[src/rtl/arbitro_pkg.sv]
// Shared constants for the round-robin FIFO scheduler: fan-in/out count, destination field, FSM encodings.
package arbitro_pkg;
    localparam int N_FIFOS = 4;
    localparam int DEST_HI = 5;
    localparam int DEST_LO = 4;
    localparam int DEST_W  = DEST_HI - DEST_LO + 1;

    localparam logic ESPERA  = 1'b0;
    localparam logic ARBITRA = 1'b1;
endpackage

[src/rtl/rr_selector.sv]
// Combinational round-robin pick: first eligible input starting at ptr, wrapping mod N_FIFOS.
// Zero latency; no state.
module rr_selector
    import arbitro_pkg::*;
(
    input  logic [N_FIFOS-1:0] eligible,
    input  logic [1:0]         ptr,
    output logic               grant_valid,
    output logic [1:0]         grant_idx
);

    // Walk offsets from farthest to nearest so the nearest eligible overwrites.
    always_comb begin
        grant_valid = 1'b0;
        grant_idx   = ptr;
        for (int k = N_FIFOS - 1; k >= 0; k--) begin
            if (eligible[ptr + 2'(k)]) begin
                grant_valid = 1'b1;
                grant_idx   = ptr + 2'(k);
            end
        end
    end

endmodule

[src/rtl/arbitro_rr_fifos.sv]
// Round-robin drain of four FWFT input FIFOs into four output FIFOs chosen by the word's top bits.
// Pop is combinational; push/data_out follow one cycle later. An input whose destination is almost full is skipped.
module arbitro_rr_fifos
    import arbitro_pkg::*;
#(
    parameter int DATA_W = DEST_HI + 1,
    parameter int CNT_W  = 8
) (
    input  logic                        clk,
    input  logic                        reset,
    input  logic                        active_in,
    input  logic [N_FIFOS-1:0]          empty_in,
    input  logic [N_FIFOS*DATA_W-1:0]   data_in,
    input  logic [N_FIFOS-1:0]          almost_full_in,
    output logic [N_FIFOS-1:0]          pop,
    output logic [N_FIFOS-1:0]          push,
    output logic [DATA_W-1:0]           data_out,
    output logic                        pausa,
    input  logic [1:0]                  cnt_sel,
    output logic [CNT_W-1:0]            cnt_out
);

    logic                 state;
    logic [1:0]           ptr;
    logic [N_FIFOS-1:0]   eligible;
    logic                 grant_valid;
    logic [1:0]           grant_idx;
    logic                 take;
    logic [DATA_W-1:0]    head [N_FIFOS];
    logic [CNT_W-1:0]     cnt  [N_FIFOS];

    always_comb begin
        for (int i = 0; i < N_FIFOS; i++) begin
            head[i]     = data_in[i*DATA_W +: DATA_W];
            eligible[i] = !empty_in[i] && !almost_full_in[head[i][DATA_W-1 -: DEST_W]];
        end
    end

    rr_selector u_sel (
        .eligible    (eligible),
        .ptr         (ptr),
        .grant_valid (grant_valid),
        .grant_idx   (grant_idx)
    );

    // A falling active_in stops new pops immediately; the registered word still drains.
    assign take    = (state == ARBITRA) && active_in && grant_valid;
    assign pop     = take ? (N_FIFOS'(1) << grant_idx) : '0;
    assign pausa   = (state == ARBITRA) && !(&empty_in) && !grant_valid;
    assign cnt_out = cnt[cnt_sel];

    always_ff @(posedge clk) begin
        if (!reset) begin
            state    <= ESPERA;
            ptr      <= '0;
            push     <= '0;
            data_out <= '0;
            for (int j = 0; j < N_FIFOS; j++) begin
                cnt[j] <= '0;
            end
        end else begin
            state <= active_in ? ARBITRA : ESPERA;
            if (take) begin
                ptr      <= grant_idx + 2'd1;
                data_out <= head[grant_idx];
                push     <= N_FIFOS'(1) << head[grant_idx][DATA_W-1 -: DEST_W];
            end else begin
                push <= '0;
            end
            for (int j = 0; j < N_FIFOS; j++) begin
                if (push[j]) begin
                    cnt[j] <= cnt[j] + CNT_W'(1);
                end
            end
        end
    end

endmodule

[config.mk]
export PLATFORM = sky130hd
export DESIGN_NAME = arbitro_rr_fifos
export DESIGN_NICKNAME = d
export VERILOG_FILES = /design/src/rtl/arbitro_pkg.sv /design/src/rtl/rr_selector.sv /design/src/rtl/arbitro_rr_fifos.sv
export SDC_FILE = /design/constraint.sdc
export NUM_CORES = 1
export LEC_CHECK = 0
export CAP_MARGIN = 10
export CORE_MARGIN = 1.5
export CORE_UTILIZATION = 40
export CTS_CLUSTER_DIAMETER = 150
export DETAILED_ROUTE_END_ITERATION = 10
export PLACE_DENSITY = 0.71
export SLEW_MARGIN = 20
export SYNTH_ARGS = -nofsm -noshare
export SYNTH_HDL_FRONTEND = slang
export SYNTH_SLANG_ARGS = --single-unit
[constraint.sdc]
create_clock -name clk -period 3.35 [get_ports clk]
set_input_delay 0.67 -clock clk [delete_from_list [all_inputs] [get_ports clk]]
set_output_delay 0.67 -clock clk [all_outputs]
set_load 0.01 [all_outputs]
### Yosys cells after proc, flatten, opt, wreduce, memory -nomap -nowiden

Memory sizes are Yosys's and may differ from the RTL's.
Index checks and enable logic that the tools add are counted.

* $add $sub $neg: 8
* order comparisons: 9
* shifts and indexed selects: 2
* multiplexer cells: 46
* bitwise gates (word level): 5
* reductions and logical operators: 20

Operators by type and width (number)
* 8-bit by 1-bit adder with 8-bit output (second input constant): 4
* 8-bit two-way mux: 4
* 1-bit two-way mux: 26
* 2-bit by 3-bit less-than comparator with 1-bit output (second input constant): 8
* 1-bit binary-select mux with 2-bit select: 8
* 6-bit binary-select mux with 2-bit select: 1
* 6-bit two-way mux: 2
* 1-bit zero test: 10
* 1-bit logical AND: 8
* 2-bit two-way mux: 4
* 1-bit by 2-bit << shifter with 4-bit output (first input constant): 2
* 2-bit by 1-bit adder with 2-bit output (second input constant): 2
* 2-bit adder (second input constant): 2
* 4-bit two-way mux: 1
* 1-bit OR: 4
* 4-bit AND reduction: 1
* 3-bit >= comparator (second input constant): 1
* 2-bit NOT with 3-bit output: 1
* 2-bit AND reduction: 1

* flip-flop bits (word level): 13
* RAM bits: 32
* bits of input ports: 37
* output and inout port bits: 23
* word-level logic and storage cells: 95
* memories kept: 1

Memory list
* cnt: words 4, width 8, rd ports 5, clocked after memory_dff 0, wr ports 4, RTL line arbitro_rr_fifos.sv:30 `logic [CNT_W-1:0] cnt [N_FIFOS];`

### Logic depth before layout (Yosys ltp)

* depth after elaboration: 15
* depth in mapped cells: 10
* depth with buffers taken out: 8

### Modules after synthesis

A second synthesis with hierarchy kept.

* cells, all modules: 235
* area, all modules: 2632.5 µm²

By module, submodules not included
* arbitro_rr_fifos: instances 1, cells each 219, area an instance 2532.4 µm², sequential area each 1221.2 µm²
* rr_selector: instances 1, cells each 16, area an instance 100.1 µm², sequential area each 0.0 µm²

### Least setup slack after synthesis

Ideal clock, no wire load.

* path type: input-to-output
* start point: input data_in[22]
* end point: output pop[0]
* arrival: 2329 ps
* required time: 2680 ps
* setup slack: 351 ps
* stages: 10
* buffers on the path: 2
* path through: mux4_2 nor2_4 o22ai_1 a22oi_1 and2_1 buf_6 inv_6 buf_8 ha_1 and2_1

* word-level cells in the longest chain between the ends: 12
* elaborated cells between the ends (all ways): 23
* classes of those cells: shift: 1; mux: 19; reduce/logical: 3

Ends and longest elaborated chain
* start: declaration: RTL line arbitro_rr_fifos.sv:13 `input logic [N_FIFOS*DATA_W-1:0] data_in,`
* 1-bit binary-select mux with 2-bit select (*): RTL line arbitro_rr_fifos.sv:35 `eligible[i] = !empty_in[i] && !almost_full_in[head[i][DATA_W-1 -: DEST_W]];`
* 1-bit two-way mux (implied by the code) (*): RTL line arbitro_rr_fifos.sv:35
* 1-bit zero test (*): RTL line arbitro_rr_fifos.sv:35
* 1-bit logical AND (*): RTL line arbitro_rr_fifos.sv:35
* 1-bit binary-select mux with 2-bit select: RTL line rr_selector.sv:17 `if (eligible[ptr + 2'(k)]) begin`
* 1-bit two-way mux (implied by the code): RTL line rr_selector.sv:17
* 2-bit two-way mux or 1-bit two-way mux (tied branches) (4 in a row): RTL line rr_selector.sv:17
* 1-bit by 2-bit << shifter with 4-bit output or 1-bit logical AND (tied branches): RTL line arbitro_rr_fifos.sv:48, arbitro_rr_fifos.sv:47
* 4-bit two-way mux (*): RTL line arbitro_rr_fifos.sv:48 `assign pop = take ? (N_FIFOS'(1) << grant_idx) : '0;`
* end: declaration: RTL line arbitro_rr_fifos.sv:15 `output logic [N_FIFOS-1:0] pop,`

Mark *: on every way between the ends. The rest lies on a longest branch, timed or not. The select of a mux whose other input is x is not followed.

### Final worst setup path

* start point: input data_in[5]
* end point: output pop[2]

Same word-level chain as after synthesis.

==> flow_summary.toml <==
[timing]
slew_headroom = 0.523
min_period_ns = 3.32
fin_crit_sh = 0.992
setup_viol = 0
worst_slew_pin_slew_ns = 0.714
finClkSkew_ns = 0.00673
setup_slack_ns = 0.0269
drv_slew = 0
max_freq_mhz = 301
rsz0062_at_grt = "yes"
hold_viol = 0

[logic_synthesis]
syn-cell-area_um2 = 2730
yosys.area.top_type_share = 0.351
syn-instance-count = 243
ys_seq_elements = 45
synth_area_per_cell_um2 = 11.3
yosysWarnings = 0
yosysTopAreaCell = "edfxtp_1"
synth_cell_types = 40
synth_area_leaders = "edfxtp_1 (35%), mux4_2 (11%), dfxtp_1 (9.5%), xor2_1 (5.1%), nor2_1 (5.1%)"
syn-num-nets = 288
ys_seq_area_frac = 0.447

[layout]
antenna_cells = 0
area_growth_pct = 36.6
register_area_um2 = 1220
multiInputGateArea_um2 = 1490
stdcell_count = 410
final_cell_mix = "clkdlybuf4s50_1 (42), nor2_1 (37), edfxtp_1 (32)"
fill_cells = 554
layout_commonest_cell = "clkdlybuf4s50_1"
final_util = 0.578
drive_gt1_frac = 0.234
layout.nets = 377

[worst_setup_path]
r2r_start = "ptr[1]"
crit_path_max_fanout = 6
worst_setup_path_start_kind = "primary input"
cp-startpoint = "data_in[5]"
r2r_setup_slack_ns = 1.04
critPathArrivalTime_ns = 2.65
end_kind = "primary output"
slowest_delay_ns = 0.35
required_ns = 2.68
cp_cell_sequence = "dlygate4sd2_1 -> mux2i_1 -> a22oi_2 -> a21oi_1 -> o21ai_0 -> and2_4 -> buf_6 -> inv_6 -> ha_1 -> and2_1 -> buf_2"
path_depth = 11
worstSetupPathType = "primary input to primary output"
critPathSlowestCell = "a22oi_2"
critPathTopFamily = "compound AO/OA/AOI/OAI gates"
rr_worst_depth = 8
cp_num_buf_inv = 4
r2r_end = "push[0]"

[place]
place.gp.congestion = 0.851
hpwl_mm = 4.81
dp_slack_ns = -0.623
io_buffers = 59
dp.cells = 395

[worst_hold_path]
hold_depth = 2
holdPathEnd = "data_out[3]"
hold_path.class = "register to register"
worstHoldStart = "data_out[3]"

[clocking]
cts_buffers = 5
root_buffer = "clkbuf_8"
clock_latency_ns = 0.29
cts.sinks = 45
path_clk_slew_ns = 0.09
clk_path_buf_depth = 2
cts_tree = "built"
ctsHoldBuffers = 0
h-tree-depth = 2

[pwr]
leakage_nw = 1.48
ir_drop_mv = 0.174
p_per_area_nw_per_um2 = 370

[die]
initial_core_util = 0.423
ios = 60
die_y_um = 85.7
rows = 29
die_w_um = 85.7
coreArea_um2 = 6460
die_area_um2 = 7340

[drt]
drt_iter0_drc = 115
firstDrtPassIters = 7
avgRoutedWirePerCell_um = 15.6
drc = 2
antenna_left = 0
vias_per_cell = 5.25
vias = 2152
wl_mm = 6.38

[flow_run]
maxCapViolations = 0

[grt]
antenna_found_initial = 0
grt_pass1_vias = 2230
overflow = 0
grt_max_degree = 21
grt_usage = 0.183
grt_pass1_wl_mm = 10.6

[outcome]
status = "finished with violations"
violations = "design-rule violations"
==> power breakdown <==
part           internal (mW)  switching, mW  total [mW]
logic                  0.181          0.132       0.312
clock network          0.243          0.185       0.428
registers              0.616         0.0233       0.640
total                   1.04          0.341        1.38
==> kinds of logic (layout without fill, tap and decap cells) <==
logic type                 count (synthesis)  count (layout)  synth area share
buffers and inverters                     11             101            0.0252
DFF                                       45              45             0.447
xor gates and xnor gates                  24              24            0.0769
AOI/OAI and AO/OA                         23              23            0.0686
muxes                                     25              25             0.154
adders and majority gates                  8               8            0.0366
and+or+nand+nor                          107             107             0.192
==> metal layers <==
| layer | routed length [µm] | GRT usage | vias up |
|---|---|---|---|
| met5 | 0 | 0 | - |
| met4 | 104 | 0.0543 | 0 |
| met3 | 317 | 0.0356 | 11 |
| met2 | 3240 | 0.322 | 61 |
| met1 | 2720 | 0.229 | 1006 |
| li1 | - | - | 1074 |
==> per-stage QoR <==
step | TNS [ns] | cell area [µm²] | hold slack (ns) | total power [mW]
2_1_floorplan | 0 | 2730 | 0.486 | 0.809
3_3_place_gp | -1.94 | 3550 | 0.448 | 0.936
3_5_place_dp | -2.45 | 3550 | 0.460 | 0.942
4_1_cts | 0 | 3710 | 0.473 | 1.38
5_1_grt | -0.250 | 3730 | 0.488 | 1.44
6_report | 0 | 3730 | 0.474 | 1.38
==> how the worst max path moves through the flow <==
stage / end / slack [ns]
6_report: pop[2] / 0.03
3_3_place_gp: pop[0] / -0.51
2_1_floorplan: pop[0] / 0.35
3_5_place_dp: pop[2] / -0.62
4_1_cts: pop[2] / 0.03
5_1_grt: pop[2] / -0.09
==> tightest hold or removal path, delay by kind of cell, from the launching register on <==
| family | cells | cell delay [ns] |
|---|---|---|
| flip-flops | 1 | 0.32 |
| AO/OA/AOI/OAI | 1 | 0.06 |
| AND/OR/NAND/NOR | 1 | 0.05 |
==> state kept, by name, summed over array words and instances (netlist names) <==
register and cells:
cnt 32, data_out 6, ptr 2, push 4, state 1
==> Yosys cell counts <==
cell and n:
dfxtp_1 13, edfxtp_1 32, buf_6 1, o21a_1 2, buf_8 1, o21ai_0 1
o211a_1 1, mux2_2 3, a21oi_1 5, o32a_1 1, o22ai_1 2, clkbuf_1 5
a22oi_4 1, and3_1 14, nor3_1 2, mux2_4 1, buf_4 1, or3_1 2
o2bb2ai_1 4, xor2_1 16, mux2i_1 8, o32ai_1 2, nand4_1 1, ha_1 8
nor2_4 1, nor3b_1 1, inv_6 1, nor2_1 37, nand2b_1 4, a22oi_2 1
nand3_1 19, nor2b_1 4, mux4_2 13, and2_1 7, a22oi_1 2, xnor2_1 8
nand2_1 14, inv_1 2, a22o_1 1, or3b_1 1
==> cell type report <==
type | count | share of cell area
Clock inverter | 2 | 0.0101
Clock buffer | 6 | 0.0221
Multi-Input combinational cell | 187 | 0.399
Sequential cell | 45 | 0.327
Tap cell | 77 | 0.0258
Inverter | 3 | 0.00436
Timing Repair Buffer | 90 | 0.211
==> what timing repair did <==
item                                    CTS  global route
pin swaps                                 6             8
gates resized for setup                  32            17
endpoints found under the hold margin     0             0
buffers inserted                          5             2
endpoints found under the setup margin    5             5
Power figures use the tool's default switching activity.
